**config.mk**
```make
export PLATFORM = sky130hd
export DESIGN_NAME = serial_adder
export DESIGN_NICKNAME = d
export VERILOG_FILES = /design/src/rtl/serial_adder_pkg.sv /design/src/rtl/serial_adder_full_adder.sv /design/src/rtl/serial_adder.sv
export SDC_FILE = /design/constraint.sdc
export NUM_CORES = 1
export LEC_CHECK = 0
export CAP_MARGIN = 20
export CORE_ASPECT_RATIO = 1.2
export CORE_UTILIZATION = 40
export CTS_CLUSTER_DIAMETER = 60
export CTS_CLUSTER_SIZE = 28
export DETAILED_ROUTE_END_ITERATION = 7
export PLACE_DENSITY_LB_ADDON = 0.25
export SLEW_MARGIN = 15
export SYNTH_ARGS = -nofsm -noshare
export SYNTH_HDL_FRONTEND = slang
export SYNTH_SLANG_ARGS = --single-unit
export TNS_END_PERCENT = 5
```
**constraint.sdc**
```tcl
create_clock -name clk -period 1.5 [get_ports clk]
set_input_delay 0.15 -clock clk [delete_from_list [all_inputs] [get_ports clk]]
set_output_delay 0.15 -clock clk [all_outputs]
set_load 0.02 [all_outputs]
```
**src/rtl/serial_adder_pkg.sv**
```systemverilog
// Shared definitions for the bit-serial adder: FSM state encoding and default width.
package serial_adder_pkg;

  localparam int DEFAULT_WIDTH = 8;

  typedef enum logic [1:0] {
    ST_IDLE  = 2'd0,
    ST_SHIFT = 2'd1,
    ST_DONE  = 2'd2
  } state_e;

endpackage

```
**src/rtl/serial_adder_full_adder.sv**
```systemverilog
// One-bit combinational full adder used as the serial add step.
module full_adder (
  input  logic a,
  input  logic b,
  input  logic cin,
  output logic s,
  output logic cout
);

  assign s    = a ^ b ^ cin;
  assign cout = (a & b) | (cin & (a ^ b));

endmodule

```
**src/rtl/serial_adder.sv**
```systemverilog
// Bit-serial adder: one full-adder step per cycle, LSB first, result published on DONE.
module serial_adder
  import serial_adder_pkg::*;
#(
  parameter int WIDTH = DEFAULT_WIDTH
) (
  input  logic             clk,
  input  logic             rst_n,
  input  logic             start,
  input  logic [WIDTH-1:0] a,
  input  logic [WIDTH-1:0] b,
  input  logic             cin,
  output logic             busy,
  output logic             done,
  output logic [WIDTH-1:0] sum,
  output logic             cout
);

  localparam int               CNT_W    = $clog2(WIDTH) + 1;
  localparam logic [CNT_W-1:0] LAST_CNT = CNT_W'(WIDTH - 1);

  state_e           state_q;
  logic [WIDTH-1:0] a_q;
  logic [WIDTH-1:0] b_q;
  logic [WIDTH-1:0] res_q;
  logic [WIDTH-1:0] sum_q;
  logic [CNT_W-1:0] cnt_q;
  logic             carry_q;
  logic             busy_q;
  logic             done_q;
  logic             cout_q;
  logic             fa_s;
  logic             fa_c;
  logic [WIDTH-1:0] res_d;

  full_adder u_fa (
    .a    (a_q[0]),
    .b    (b_q[0]),
    .cin  (carry_q),
    .s    (fa_s),
    .cout (fa_c)
  );

  // The new sum bit enters at the MSB so after WIDTH steps bit 0 holds the LSB.
  assign res_d = (res_q >> 1'b1) | {fa_s, {(WIDTH-1){1'b0}}};

  always_ff @(posedge clk or negedge rst_n) begin
    if (!rst_n) begin
      state_q <= ST_IDLE;
      a_q     <= {WIDTH{1'b0}};
      b_q     <= {WIDTH{1'b0}};
      res_q   <= {WIDTH{1'b0}};
      sum_q   <= {WIDTH{1'b0}};
      cnt_q   <= {CNT_W{1'b0}};
      carry_q <= 1'b0;
      busy_q  <= 1'b0;
      done_q  <= 1'b0;
      cout_q  <= 1'b0;
    end else begin
      case (state_q)
        ST_IDLE: begin
          done_q <= 1'b0;
          if (start) begin
            a_q     <= a;
            b_q     <= b;
            carry_q <= cin;
            cnt_q   <= {CNT_W{1'b0}};
            busy_q  <= 1'b1;
            state_q <= ST_SHIFT;
          end else begin
            busy_q  <= 1'b0;
            state_q <= ST_IDLE;
          end
        end
        ST_SHIFT: begin
          res_q   <= res_d;
          carry_q <= fa_c;
          a_q     <= a_q >> 1'b1;
          b_q     <= b_q >> 1'b1;
          cnt_q   <= cnt_q + CNT_W'(1);
          if (cnt_q == LAST_CNT) begin
            sum_q   <= res_d;
            cout_q  <= fa_c;
            done_q  <= 1'b1;
            state_q <= ST_DONE;
          end else begin
            state_q <= ST_SHIFT;
          end
        end
        ST_DONE: begin
          done_q  <= 1'b0;
          busy_q  <= 1'b0;
          state_q <= ST_IDLE;
        end
        default: begin
          done_q  <= 1'b0;
          busy_q  <= 1'b0;
          state_q <= ST_IDLE;
        end
      endcase
    end
  end

  assign busy = busy_q;
  assign done = done_q;
  assign sum  = sum_q;
  assign cout = cout_q;

endmodule

```
# Word level (Yosys, flattened, before mapping)
# Index checks and enable logic that the tools add are counted.
# op_classes
mul,0
reduce_logical,4
magnitude_cmp,0
div_mod_pow,0
n_bitwise,6
n_addsub,1
muxes,15
eq_ne,4
shift,0
# op_table
cell,count
$pmux 8 s2,2
$mux 8,2
$or 7x8->8,1
$pmux 4 s2,1
$mux 1,5
$add 4x1->4 const B,1
$eq 4x3->1 const B,1
$mux 4,1
$ne 2x2->1 const B,2
$pmux 1 s2,2
$pmux 2 s2,1
$reduce_and 2->1,2
$and 1x1->1,2
$eq 2x1->1 const B,1
$logic_not 2->1,1
$mux 2,1
$reduce_bool 2->1,1
$xor 1x1->1,2
$or 1x1->1,1
# word_totals
latch_bits,0
wordCells,40
out_inout_bits,11
ram_bits,0
input_bits,20
register_bits,42
n_memories,0
romBits,0

# Depth between registers and ports, before layout
# depth
depth_word,4
depth_mapped,5
depth_no_buf,4

# Hierarchy
# Synthesis repeated with hierarchy kept, for this count alone.
# unflattened
hier_cells,156
hier_area_um2,1771.7
# by_module_without_submodules
mod,cells_each,area_each_um2,instances,seq_area_each_um2
serial_adder,155,1751.7,1,1026.0
full_adder,1,20.0,1,0.0

# Least setup slack after synthesis
# No wires, ideal clock.
# synth_path
path_kind,register to register
start,register cnt_q[0]
end,"register cout_q, in the netlist cout"
setup_ps,125
path_buffers,1
required_ps,1375
t_arrival_ps,1365
period_less_slack_ps,1491
path_stages_with_launch,6
setup_slack_ps,9
cell_sequence,dfrtp_1 > ha_1 > and3b_1 > and2_4 > buf_12 > mux2_4
# synth_via
elab_chain_cells,2
# synth_rtl
item,line,text
"start, declared",serial_adder.sv:27,logic [CNT_W-1:0] cnt_q;
"start signal, assigned",serial_adder.sv:54,cnt_q <= {CNT_W{1'b0}};
"start signal, assigned",serial_adder.sv:67,cnt_q <= {CNT_W{1'b0}};
"start signal, assigned",serial_adder.sv:80,cnt_q <= cnt_q + CNT_W'(1);
$eq 4x3->1,serial_adder.sv:81,if (cnt_q == LAST_CNT) begin
$reduce_and 2->1 (no source line),--,
"end signal, assigned",serial_adder.sv:58,cout_q <= 1'b0;
"end signal, assigned",serial_adder.sv:83,cout_q <= fa_c;
"end, declared",serial_adder.sv:31,logic cout_q;
# No other way between the ends.
# A chain may end at the register's enable or synchronous reset.

# Worst setup path after layout
# layout_path
start,register cnt_q[1]
end,"register sum_q[2], in the netlist sum[2]"
# layout_via
elab_chain_cells,2
# layout_rtl
item,line,text
$eq 4x3->1,serial_adder.sv:81,
$reduce_and 2->1 (no source line),--,
"end signal, assigned",serial_adder.sv:53,sum_q <= {WIDTH{1'b0}};
"end signal, assigned",serial_adder.sv:82,sum_q <= res_d;
"end, declared",serial_adder.sv:26,logic [WIDTH-1:0] sum_q;
# No other way between the ends.

==> metrics.txt <==
status completed; leakage 0.00105 uW; gr usage total 0.172; Yosys reg bits 41; Final Hold Viols 0; post-route minimum period 1420 ps; Slew headroom 0.694; clk root buf clkbuf_8; asr flop ratio synth 1.00; Post-Place Cells 252; Max Clk Rate 703 MHz; synthesized area 0.00180 mm^2; GPL Wtd Cong 0.723; Setup CP Type reg -> reg; largest net degree at the start of global routing 25; Syn Area/Cell 11.0 um^2; Crit Path Max Fanout 5; PortBufs 30; final setup fails 0; HPWL Detailed 2610 um; final antenna-violating net count 0; Critical Path AT 1600 ps; Post-Synthesis Cells 164; Post-synth EDFFs 0; largest area contributor in the netlist dfrtp_1; top cells by count, synth 41 x dfrtp_1, 34 x nand2_1, 18 x o21ai_0; clk slew on worst S/H paths 80 ps; CP startpoint cnt_q[1]$_DFFE_PN0P_; Buf+Inv Stages, Crit Path 0; r2r setup slk 80 ps; CP Launch Type flop; RSZ-0062 raised after global routing no; Die ar. 0.00477 mm^2; r2r startpoint cnt_q[1]$_DFFE_PN0P_; DRT Pass-1 Iters 4; routed wl met2 1930 um; Pwr Density 1920 mW/mm^2; period utilization 0.948; Critical Path RT 1680 ps; max-cap violations 0; CP endpoint kind flop; layout cells sized above 1 0.174; most common cell in the netlist dfrtp_1; first-pass GRT wire length 6280 um; post-synth top area share 0.571; CTS sink cnt 41; drt wl/cell 14.3 um; Vias/cell 5.11; post-synthesis sequential area ratio 0.571; H-tree depth 2; Clk Latency, worst-skew pair 290 ps; Final Instance Count excl. Fillers 263; via count 1,343; Layout area overhead 29.9%; Worst R2R Path Depth 4; synth unique cells 25; Congestion Overflow GR 0; TritonCTS clock tree built; R2R Path End sum[2]$_DFFE_PN0P_; top post-synthesis cells by area dfrtp_1 57%, mux2_4 7.5%, nand2_1 7.1%; clock buffer depth 2; Die Span Y 75.4 um; initial antenna violation count 0; final core utilization 0.544; Levels on crit path 4; FILL cells 408; Max Transition Viols Final 0; vias in the first global route 1,350; Worst Skew 3.21 ps; core area 0.00429 mm^2; Slew @ Worst Pin 459 ps; Critical Path Max Stage Delay 410 ps; Die W 63.2 um; residual DRC count 0; IO Count 31; Hold WC Path Type in -> async; CP cell instances ha_2 -> and3b_2 -> and2_4 -> mux2_4; VDD IR max 0.000786 V; Yosys warning total 0; syn_nets 186; routed wl met3 185 um; CP top delay family simple AND/OR/NAND/NOR gates; crit path max-delay cell type dfrtp_1; Post-Route WL 3770 um; CP endpoint sum[2]$_DFFE_PN0P_; initial DRC count 55; setup TNS 0 ps; antenna fix cells 0; max layer used met4; Initial Util 0.419; Final #Nets 228; CTS Buf Count 5; Synth Flop Type dfrtp_1; M1 WL 1610 um; FP Rows 26
worst min-delay path by stage:
stage                            to
6_report       res_q[1]$_DFFE_PN0P_
5_1_grt        res_q[1]$_DFFE_PN0P_
4_1_cts        res_q[1]$_DFFE_PN0P_
3_5_place_dp   res_q[1]$_DFFE_PN0P_
3_3_place_gp   res_q[1]$_DFFE_PN0P_
2_1_floorplan    a_q[0]$_DFFE_PN0P_
what timing repair did:
item | CTS | global route
hold endpoints to repair | 17 | 0
endpoints found under the setup margin | 0 | 9
resized for setup | 0 | 3
hold buffers | 1 | 0
buffers inserted | 0 | 1
per-layer routing:
layer / vias to the layer above / GRT usage
met5: - / 0
met4: 0 / 0.0530
met3: 5 / 0.0449
met2: 40 / 0.313
met1: 648 / 0.201
li1: 650 / -
final cells by class:
type                            instances  area [um^2]  share of cell area
Inverter                                2         7.51             0.00322
Clock buffer                            7         96.3              0.0413
Sequential cell                        41         1030               0.439
Tap cell                               56         70.1              0.0300
Timing Repair Buffer                   44          415               0.178
Multi-Input combinational cell        112          714               0.306
Clock inverter                          1         5.00             0.00214
per-stage QoR:
step	setup WS [ps]	instance area [um^2]	hold WS, ps	power, uW
after floorplan	9.46	1800	-146	3010
after global placement	74.5	2200	119	3620
after detailed placement	16.9	2200	126	3700
after CTS	15.1	2310	343	4510
after global routing	5.00	2330	362	4850
final	77.9	2330	334	4490
report_power, final:
part           switching (uW)  leakage (uW)  internal [uW]
sequential                285      0.000532           1550
clock                     373     0.0000542            416
combinational             923      0.000465            946
cells in the final DEF (no fill, tap or decap), types with 2 or more instances in the layout:
cell type        count
inv_1                2
nand2_1             34
buf_4               12
clkbuf_8             7
a21oi_1             10
o21ai_0             18
nor2_1               3
dfrtp_1             41
and2_4               2
mux2_4               9
a22oi_1             15
clkdlybuf4s50_1     29
nor2b_1              9
nand3_1              2
flip-flops by register name, indices dropped and copies added (netlist names):
signal / flops
state_q: 2
done: 1
busy: 1
b_q: 8
res_q: 7
cnt_q: 4
sum: 8
cout: 1
a_q: 8
carry_q: 1
cells by family (layout without fill, tap and decap cells):
logic type	after synthesis	after routing	share of synthesized area
and+or+nand+nor	53	54	0.137
AOI/OAI and AO/OA	47	47	0.160
DFF	41	41	0.571
buffers and inverters	12	54	0.0390
muxes	9	9	0.0752
adders and majority gates	2	2	0.0181
(Power assumes the default switching activity.)
